===== src/rtl/adder_arbiter.sv =====
`default_nettype none
// ============================================================================
// Module      : adder_arbiter
// Description : Round-robin arbiter in front of a single shared 32-bit adder.
//               At most one requester is granted per cycle. Its a+b result
//               is registered and tagged with the requester index.
//               Optional macro ADDER_ARB_OVF_EN enables the registered
//               signed-overflow flag. Without it, ovf is tied to 0.
// Revision    : 1.0 - initial release
// ============================================================================
module adder_arbiter #(
    parameter int NREQ = 3,
    parameter int IDW  = 2
) (
    input  logic               clk,
    input  logic               reset,
    input  logic               stall,
    input  logic [NREQ-1:0]    req,
    input  logic [NREQ*32-1:0] a_in,
    input  logic [NREQ*32-1:0] b_in,
    output logic [NREQ-1:0]    gnt,
    output logic               sum_valid,
    output logic [31:0]        sum_out,
    output logic [IDW-1:0]     sum_id,
    output logic               cout,
    output logic               ovf
);

    localparam logic [IDW-1:0] C_LAST_RST = IDW'(NREQ - 1);

    logic [IDW-1:0] last_q, last_d;
    logic           sum_valid_q, sum_valid_d;
    logic [31:0]    sum_out_q, sum_out_d;
    logic [IDW-1:0] sum_id_q, sum_id_d;
    logic           cout_q, cout_d;

    logic [IDW-1:0] w_hi_idx, w_lo_idx, w_sel_idx;
    logic           w_hi_any, w_lo_any;
    logic           w_grant_fire;
    logic [31:0]    w_a_sel, w_b_sel;
    logic [32:0]    w_sum_full;

    // Round-robin search: the lowest requester above the pointer wins.
    // Otherwise the search wraps to the lowest requester overall.
    always_comb begin
        w_hi_idx = '0;
        w_lo_idx = '0;
        w_hi_any = 1'b0;
        w_lo_any = 1'b0;
        for (int i = NREQ - 1; i >= 0; i--) begin
            if (req[i]) begin
                w_lo_idx = IDW'(i);
                w_lo_any = 1'b1;
                if (IDW'(i) > last_q) begin
                    w_hi_idx = IDW'(i);
                    w_hi_any = 1'b1;
                end
            end
        end
        w_sel_idx    = w_hi_any ? w_hi_idx : w_lo_idx;
        w_grant_fire = w_lo_any && !stall && !reset;
    end

    // One-hot grant, and the operand mux that feeds the single adder.
    always_comb begin
        gnt     = '0;
        w_a_sel = '0;
        w_b_sel = '0;
        for (int i = 0; i < NREQ; i++) begin
            if (w_sel_idx == IDW'(i)) begin
                gnt[i]  = w_grant_fire;
                w_a_sel = a_in[32*i +: 32];
                w_b_sel = b_in[32*i +: 32];
            end
        end
        w_sum_full = {1'b0, w_a_sel} + {1'b0, w_b_sel};
    end

    // Next-state: capture the result on a grant, otherwise hold it and
    // drop the valid pulse.
    always_comb begin
        last_d      = last_q;
        sum_valid_d = w_grant_fire;
        sum_out_d   = sum_out_q;
        sum_id_d    = sum_id_q;
        cout_d      = cout_q;
        if (w_grant_fire) begin
            last_d    = w_sel_idx;
            sum_out_d = w_sum_full[31:0];
            sum_id_d  = w_sel_idx;
            cout_d    = w_sum_full[32];
        end
    end

    // State registers with synchronous reset.
    always_ff @(posedge clk) begin
        if (reset) begin
            last_q      <= C_LAST_RST;
            sum_valid_q <= 1'b0;
            sum_out_q   <= '0;
            sum_id_q    <= '0;
            cout_q      <= 1'b0;
        end else begin
            last_q      <= last_d;
            sum_valid_q <= sum_valid_d;
            sum_out_q   <= sum_out_d;
            sum_id_q    <= sum_id_d;
            cout_q      <= cout_d;
        end
    end

    assign sum_valid = sum_valid_q;
    assign sum_out   = sum_out_q;
    assign sum_id    = sum_id_q;
    assign cout      = cout_q;

`ifdef ADDER_ARB_OVF_EN
    logic ovf_q, ovf_d;

    // Signed overflow: both operands have the same sign, and the sum sign differs.
    always_comb begin
        ovf_d = ovf_q;
        if (w_grant_fire) begin
            ovf_d = (w_a_sel[31] == w_b_sel[31]) && (w_sum_full[31] != w_a_sel[31]);
        end
    end

    // Overflow flag register with synchronous reset.
    always_ff @(posedge clk) begin
        if (reset) begin
            ovf_q <= 1'b0;
        end else begin
            ovf_q <= ovf_d;
        end
    end

    assign ovf = ovf_q;
`else
    assign ovf = 1'b0;
`endif

endmodule
`default_nettype wire


===== config.mk =====
export PLATFORM = sky130hd
export DESIGN_NAME = adder_arbiter
export DESIGN_NICKNAME = d
export VERILOG_FILES = /design/src/rtl/adder_arbiter.sv
export SDC_FILE = /design/constraint.sdc
export NUM_CORES = 1
export LEC_CHECK = 0
export CORE_ASPECT_RATIO = 0.75
export CORE_MARGIN = 1.5
export CORE_UTILIZATION = 40
export DETAILED_ROUTE_END_ITERATION = 10
export PLACE_DENSITY = 0.87
export SLEW_MARGIN = 20
export SYNTH_ARGS = -nofsm -noshare
export SYNTH_HDL_FRONTEND = slang
export SYNTH_SLANG_ARGS = --single-unit

===== constraint.sdc =====
create_clock -name clk -period 13.35 [get_ports clk]
set_input_delay 2.67 -clock clk [delete_from_list [all_inputs] [get_ports clk]]
set_output_delay 2.67 -clock clk [all_outputs]
set_load 0.02 [all_outputs]

# Yosys cells after proc, flatten, opt, wreduce, memory -nomap -nowiden
# Cells that the tools add are included.
classes:
  n_addsub: 1
  n_lt_le_gt_ge: 3
  n_eq_ne: 2
  muxes: 28
  n_reduce_logical: 5
ops:
  columns: ["op", "n"]
  rows:
  - ["2-to-1 mux 32 bit", 6]
  - ["adder 32 x 32 -> 33 bit", 1]
  - ["2-to-1 mux 2 bit", 10]
  - ["2-to-1 mux 1 bit", 12]
  - ["> comparator 1 x 2 -> 1 bit, first input constant", 2]
  - ["equality test 2 x 1 -> 1 bit, second input constant", 1]
  - ["equality test 2 bit, second input constant", 1]
  - ["> comparator 2 bit, first input constant", 1]
  - ["logical AND 1 bit", 2]
  - ["logical NOT 1 bit", 2]
  - ["logical NOT 2 bit", 1]
word_totals:
  register_bits: 38
  inputBits: 198
  word_cells: 44

# Longest topological paths before layout
# Gate-level depths: netlist of run 1.
depth:
  word_depth: 13
  ltp_mapped: 17

# Worst setup path after synthesis of run 1
# No wires, ideal clock.
synth_path:
  path_kind: "input-to-output"
  from: "input port req[2]"
  to: "output port gnt[1]"
  t_arrival_ns: 3.982
  t_required_ns: 10.680
  setup_slack_ns: 6.698
  path_stages: 6
  path_buffers: 2
  cell_sequence: "nor2b_1 > o22ai_1 > nand2_1 > buf_2 > buf_1 > nor3_1"
synth_via:
  elab_chain_len: 8
  word_cells_on_any_way: 21
  cone_classes: "eq/ne: 1; mux: 18; reduce/logical: 2"
synth_lines:
  columns: ["element", "line_no", "source"]
  rows:
  - ["start, declared", "18", "input logic [NREQ-1:0] req,"]
  - ["2-to-1 mux 2 bit / 2-to-1 mux 1 bit (equally long branches)", "51", "if (req[i]) begin"]
  - ["2-to-1 mux 2 bit / 2-to-1 mux 1 bit (equally long branches)", "54", "if (IDW'(i) > last_q) begin"]
  - ["2-to-1 mux 2 bit / 2-to-1 mux 1 bit (equally long branches)", "51", null]
  - ["2-to-1 mux 2 bit / 2-to-1 mux 1 bit (equally long branches)", "54", null]
  - ["2-to-1 mux 2 bit / 2-to-1 mux 1 bit (equally long branches)", "51", null]
  - ["2-to-1 mux 2 bit", "60", "w_sel_idx = w_hi_any ? w_hi_idx : w_lo_idx;"]
  - ["equality test 2 x 1 -> 1 bit", "70", "if (w_sel_idx == IDW'(i)) begin"]
  - ["2-to-1 mux 1 bit *", "70", null]
  - ["end, declared", "21", "output logic [NREQ-1:0] gnt,"]
# Mark *: on every way between the ends. The rest lies on a longest branch, timed or not.

# Worst setup path in the final report of run 1
layout_path:
  from: "input port req[2]"
  to: "output port gnt[0]"
layout_via:
  elab_chain_len: 8
  word_cells_on_any_way: 21
  cone_classes: "mux: 18; reduce/logical: 3"
layout_lines:
  columns: ["element", "line_no"]
  rows:
  - ["2-to-1 mux 2 bit / 2-to-1 mux 1 bit (equally long branches)", "51"]
  - ["2-to-1 mux 2 bit / 2-to-1 mux 1 bit (equally long branches)", "54"]
  - ["2-to-1 mux 2 bit / 2-to-1 mux 1 bit (equally long branches)", "51"]
  - ["2-to-1 mux 2 bit / 2-to-1 mux 1 bit (equally long branches)", "54"]
  - ["2-to-1 mux 2 bit / 2-to-1 mux 1 bit (equally long branches)", "51"]
  - ["2-to-1 mux 2 bit", "60"]
  - ["logical NOT 2 bit", "70"]
  - ["2-to-1 mux 1 bit *", "70"]
# Marked as above.

==> results.json, run 1 <==
{
  "vdd_drop_max_mv": 0.0700,
  "wirelength_mm": 16.7,
  "tightest_slew_ps": 1040,
  "status": "finished, final reports clean",
  "clockRootBuffer": "clkbuf_16",
  "combPwrFrac": 0.588,
  "grt_pass1_wl_mm": 25.1,
  "fin_tns_setup_ps": 0,
  "syn2layout_area_growth_pct": 61.8,
  "syn_area_mm2": 0.00423,
  "num_rows": 32,
  "die_w_um": 122,
  "p_switching_uw": 285,
  "p_seq_frac": 0.194,
  "via_per_inst": 5.44,
  "gr-total-overflow": 0,
  "critical_path_required_ps": 10680,
  "timing.final.crit_period_ps": 8100,
  "r2r-end": "sum_out[29]",
  "synth_top_flop_cell": "dfxtp_1",
  "p_clk_frac": 0.217,
  "syn_area_per_cell_um2": 7.14,
  "yosys_warnings": 0,
  "first_global_vias": 4991,
  "htreeDepth": 2,
  "firstDrtPassIters": 6,
  "timing.final.crit_share": 0.607,
  "rsz0062_at_grt": "no",
  "skew_ps": 8.21,
  "core_area_mm2": 0.0103,
  "cts_setup_buffers": 0,
  "cts_tree": "built",
  "grt_max_degree": 115,
  "maxSlewViolCount": 0,
  "grt_use_total": 0.284,
  "seq_area_frac_synth": 0.175,
  "leakage_uw": 0.00297,
  "cpPeakStageDelay_ps": 600,
  "syn_inst": 592,
  "synthesis.nets": 823,
  "highest_layer": "met4",
  "crit_fanout": 35,
  "cts_resized": 0,
  "hp-start": "sum_out[5]",
  "numCtsBuffers": 5,
  "intPower_uw": 436,
  "antenna_found_initial": 0,
  "synth-seq-cells": 37,
  "slowest_stage": "clkdlybuf4s50_1",
  "final-setup-viol-count": 0,
  "min_delay_worst_endpoint": "sum_out[5]",
  "wl_met1_mm": 7.50,
  "clk_latency_ps": 290,
  "place.gp.congestion": 0.940,
  "timing.slew.headroom": 0.308,
  "synth_edf_count": 0,
  "cts_max_path_buffers": 2,
  "maxCapViolations": 0,
  "swShare": 0.395,
  "synth_cell_types": 56,
  "cts.sinks": 37,
  "cellPowerDensity_mw_per_mm2": 105,
  "met3_length_mm": 1.42,
  "end_kind": "primary output",
  "n_antenna_cell": 0,
  "drive_gt1_frac": 0.0410,
  "hold_viol_final": 0,
  "clkSlewWorstSetupHoldPaths_ps": 60,
  "arrival_ps": 5430,
  "die_area_mm2": 0.0112,
  "drt_iter0_markers": 303,
  "reg2reg_from": "last_q[0]",
  "io_buffers": 236,
  "synthArstFlopShare": 0,
  "start_util": 0.411,
  "fin_nets": 1035,
  "dr_wl_met2_mm": 7.59,
  "crit_type": "primary input to primary output",
  "r2r_slack_ps": 8760,
  "cts_hold_buf": 0,
  "rr_worst_depth": 15,
  "final_common_cell": "clkdlybuf4s50_1",
  "fmax_ghz": 0.123,
  "hp-class": "flop to flop",
  "num_vias": 5117,
  "dp_hpwl_mm": 13.3,
  "ant_nets": 0,
  "post-route-drc-count": 0,
  "hold-path-cell-count": 2,
  "fp.dieH_um": 92.1,
  "path_cells": "clkdlybuf4s50_1, nor2b_1, o22ai_1, nand2_4, buf_4, and3_1, clkdlybuf4s50_1",
  "start_kind": "primary input",
  "io_pins": 238,
  "drt-wirelength-per-cell_um": 17.7,
  "fin_total_pwr_uw": 721,
  "final_cell_mix": "236 x clkdlybuf4s50_1, 117 x a21oi_1, 92 x nor2_1, 66 x mux2i_1, 58 x nand2_1",
  "cp_common_cell": "clkdlybuf4s50_1"
}
worst max-delay path, delay by kind of cell:
family | cells | cell delay, ps
AO/OA/AOI/OAI | 1 | 100
buffers and inverters | 3 | 1730
AND/OR/NAND/NOR | 3 | 860
Yosys cell counts (4+ instances only):
cell | n | area [um2]
o21bai_1 | 8 | 60.1
inv_1 | 8 | 30.0
or2_2 | 5 | 31.3
a211oi_1 | 5 | 37.5
o21a_1 | 4 | 30.0
clkbuf_1 | 23 | 86.3
xor2_1 | 8 | 70.1
a22o_1 | 4 | 35.0
xnor2_1 | 12 | 105
a21o_1 | 12 | 90.1
a31oi_1 | 6 | 37.5
buf_1 | 6 | 22.5
o21ai_0 | 16 | 80.1
o22ai_1 | 4 | 25.0
nand3_1 | 7 | 35.0
a211o_1 | 5 | 43.8
nor3_1 | 9 | 45.0
nor2_1 | 93 | 349
mux2i_1 | 66 | 661
nand4_1 | 5 | 31.3
a21oi_1 | 117 | 586
dfxtp_1 | 37 | 741
ha_1 | 32 | 400
nand2_1 | 60 | 225
power groups by stage:
stage	combinational, uW	sequential [uW]	clock [uW]
floorplan	234	162	0
global placement	408	142	0
detailed placement	414	142	0
CTS	418	140	157
global route	457	142	161
finish	424	140	157
cells by family (layout without fill, tap and decap cells):
kind of cell	Yosys count	count (layout)	synth area share
simple gates	196	196	0.203
other cells	1	1	0.000887
mux	66	66	0.156
compound gates	196	196	0.280
fa+ha+maj	33	33	0.0994
buf+inv	43	256	0.0438
flops	37	37	0.175
xor+xnor	20	20	0.0414
metal layers:
metal	up-vias	GRT usage
li1	2550	-
met1	2343	0.392
met2	212	0.467
met3	12	0.0529
met4	0	0.0461
met5	-	0
worst max path at each step:
stage	cells after the start	slack (ps)	endpoint	startpoint
final	7	5250	gnt[0]	req[2]
after global routing	7	5100	gnt[0]	req[2]
after CTS	7	5270	gnt[0]	req[2]
after detailed placement	7	5260	gnt[0]	req[2]
after global placement	7	5330	gnt[0]	req[2]
after floorplan	6	6700	gnt[1]	req[2]
area by class of cell:
type | count | area (um2)
Clock buffer | 5 | 125
Tap cell | 136 | 170
Timing Repair Buffer | 240 | 2390
Multi-Input combinational cell | 512 | 3320
Clock inverter | 3 | 65.1
Inverter | 8 | 30.0
Fill cell | 855 | 3450
Sequential cell | 37 | 741
registers in the layout, indices dropped and copies added (netlist names):
signal / flops
last_q: 2
cout: 1
sum_out: 32
sum_id: 1
sum_valid: 1
stage by stage:
stage / hold slack, ps / instances / util / instance area (um2) / worst slack (ps)
2_1_floorplan: 484 / 592 / - / 4230 / 6700
3_3_place_gp: 441 / 933 / 0.647 / 6650 / 5330
3_5_place_dp: 446 / 933 / 0.647 / 6650 / 5260
4_1_cts: 459 / 941 / 0.665 / 6840 / 5270
5_1_grt: 473 / 941 / 0.665 / 6840 / 5100
6_report: 461 / 941 / 0.665 / 6840 / 5250
Power figures use the tool's default switching activity.
==> run 2, diff against run 1 <==
--- a/config.mk
+++ b/config.mk
@@ -7,9 +7,9 @@
 export LEC_CHECK = 0
 export CORE_ASPECT_RATIO = 0.75
 export CORE_MARGIN = 1.5
-export CORE_UTILIZATION = 40
+export CORE_UTILIZATION = 36
 export DETAILED_ROUTE_END_ITERATION = 10
-export PLACE_DENSITY = 0.87
+export PLACE_DENSITY = 0.83
 export SLEW_MARGIN = 20
 export SYNTH_ARGS = -nofsm -noshare
 export SYNTH_HDL_FRONTEND = slang
==> constraint.sdc (replaced) <==
create_clock -name clk -period 7.28 [get_ports clk]
set_input_delay 1.456 -clock clk [delete_from_list [all_inputs] [get_ports clk]]
set_output_delay 1.456 -clock clk [all_outputs]
set_load 0.02 [all_outputs]
==> run 2 against run 1 <==
  * Clock power is 41% higher
  * Via count is 2.0% lower
  * First-iteration DRC count is 15% higher
  * Clock skew hardly changed
  * Highest routed layer unchanged
==> results.json, run 2 (synthesized netlist as in run 1, its figures left out) <==
{
  "ant_nets": 0,
  "hp-start": "sum_out[15]",
  "end_kind": "flop",
  "use_met1": 0.344,
  "cts_setup_buffers": 0,
  "grt_use_total": 0.242,
  "numCtsBuffers": 5,
  "use_met2": 0.381,
  "core_area_mm2": 0.0115,
  "hp-class": "flop to flop",
  "worst_slack_ps": 1690,
  "timing.hold.ws_ps": 449,
  "leakage_uw": 0.00296,
  "start_util": 0.367,
  "clockRootBuffer": "clkbuf_16",
  "grt_pass1_wl_mm": 23.9,
  "final_cell_mix": "236 x clkdlybuf4s50_1, 117 x a21oi_1, 92 x nor2_1, 66 x mux2i_1, 58 x nand2_1",
  "num_rows": 34,
  "timing.slew.headroom": 0.391,
  "rsz0062_at_grt": "no",
  "drive_gt1_frac": 0.0434,
  "io_pins": 238,
  "n_antenna_cell": 0,
  "die_w_um": 128,
  "post-route-drc-count": 0,
  "reg2reg_from": "last_q[1]",
  "htreeDepth": 2,
  "timing.final.crit_share": 0.768,
  "maxCapViolations": 0,
  "fin_total_pwr_uw": 1240,
  "fp.dieH_um": 96.9,
  "final_common_cell": "clkdlybuf4s50_1",
  "status": "finished, final reports clean",
  "startpoint": "req[2]",
  "grtUsageMet3": 0.0581,
  "gr-total-overflow": 0,
  "fmax_ghz": 0.179,
  "dp_hpwl_mm": 12.8,
  "timing.final.crit_period_ps": 5590,
  "skew_ps": 8.32,
  "clk_latency_ps": 280,
  "antenna_found_initial": 0,
  "fillers": 1074,
  "drt-wirelength-per-cell_um": 16.3,
  "cts_hold_buf": 0,
  "io_buffers": 236,
  "clkSlewWorstSetupHoldPaths_ps": 60,
  "die_area_mm2": 0.0124,
  "fin_nets": 1037,
  "grt_most_used_layer": "met2",
  "dp_slack_ps": 1420,
  "arrival_ps": 5820,
  "crit_fanout": 52,
  "cts_max_path_buffers": 2,
  "start_kind": "primary input",
  "maxSlewViolCount": 0,
  "syn2layout_area_growth_pct": 62.0,
  "via_per_inst": 5.17,
  "hold_viol_final": 0,
  "drt_iter0_markers": 349,
  "fin_tns_setup_ps": 0,
  "tightest_slew_ps": 914,
  "num_vias": 5014,
  "cts.sinks": 37,
  "cts_tree": "built",
  "firstDrtPassIters": 8,
  "largest_reg_flops": 32,
  "crit_type": "primary input to flop",
  "place.gp.congestion": 0.957,
  "wirelength_mm": 15.8,
  "vdd_drop_max_mv": 0.111,
  "cts_resized": 0,
  "grt_max_degree": 94,
  "first_global_vias": 4623,
  "final-setup-viol-count": 0,
  "critical_path_required_ps": 7510,
  "cellPowerDensity_mw_per_mm2": 181
}
-- run 2: changes by cell type in the layout (fill, tap and decap cells not counted) --
cell and change:
clkinv_4 +1, inv_6 +1, buf_4 +2, clkinv_2 -1
clkinvlp_4 +1, bufinv_16 -2
-- run 2: layer usage --
| layer | share of wire | vias up | wire length [um] |
|---|---|---|---|
| met2 | 0.43 | 199 | 6830 |
| met5 | 0 | - | 0 |
| met1 | 0.47 | 2254 | 7380 |
| li1 | - | 2551 | - |
| met4 | 0.0055 | 0 | 87 |
| met3 | 0.095 | 10 | 1500 |
-- run 2: worst paths after layout --
kind,cells after the start,slack (ps),endpoint
worst max-delay path,16,1690,sum_out[30]
worst min-delay path,2,450,sum_out[15]
worst max register to register,15,3060,sum_out[30]
worst min register to register,2,450,sum_out[15]
-- run 2: final cells by class --
cell class,instances,area (um2),area share
Clock buffer,5,125,0.0183
Clock inverter,3,25.0,0.00365
Inverter,8,30.0,0.00438
Multi-Input combinational cell,512,3320,0.485
Sequential cell,37,741,0.108
Tap cell,162,203,0.0296
Timing Repair Buffer,242,2410,0.351
-- run 2: power breakdown --
| part | leakage [uW] | switching [uW] | internal [uW] |
|---|---|---|---|
| clock | 0.0000704 | 92.4 | 129 |
| combinational | 0.00258 | 397 | 367 |
| sequential | 0.000305 | 21.0 | 237 |
-- run 2: worst max-delay path, stage by stage --
cell,delay [ps]
clkdlybuf4s50_1,530
nor2b_1,150
o22ai_1,100
nand2_4,690
mux2i_1,270
a21oi_1,90
ha_1,300
fa_1,430
a211oi_1,310
o21ai_0,180
or3b_4,300
a211oi_2,90
o31ai_2,400
o21ai_2,140
nor4b_2,220
a211o_1,120
-- run 2: through the flow --
step	cells	utilization	instance area (um2)
after floorplan	592	-	4230
after global placement	961	0.581	6700
after detailed placement	961	0.581	6700
after CTS	969	0.594	6850
after global routing	969	0.594	6850
final	969	0.594	6850
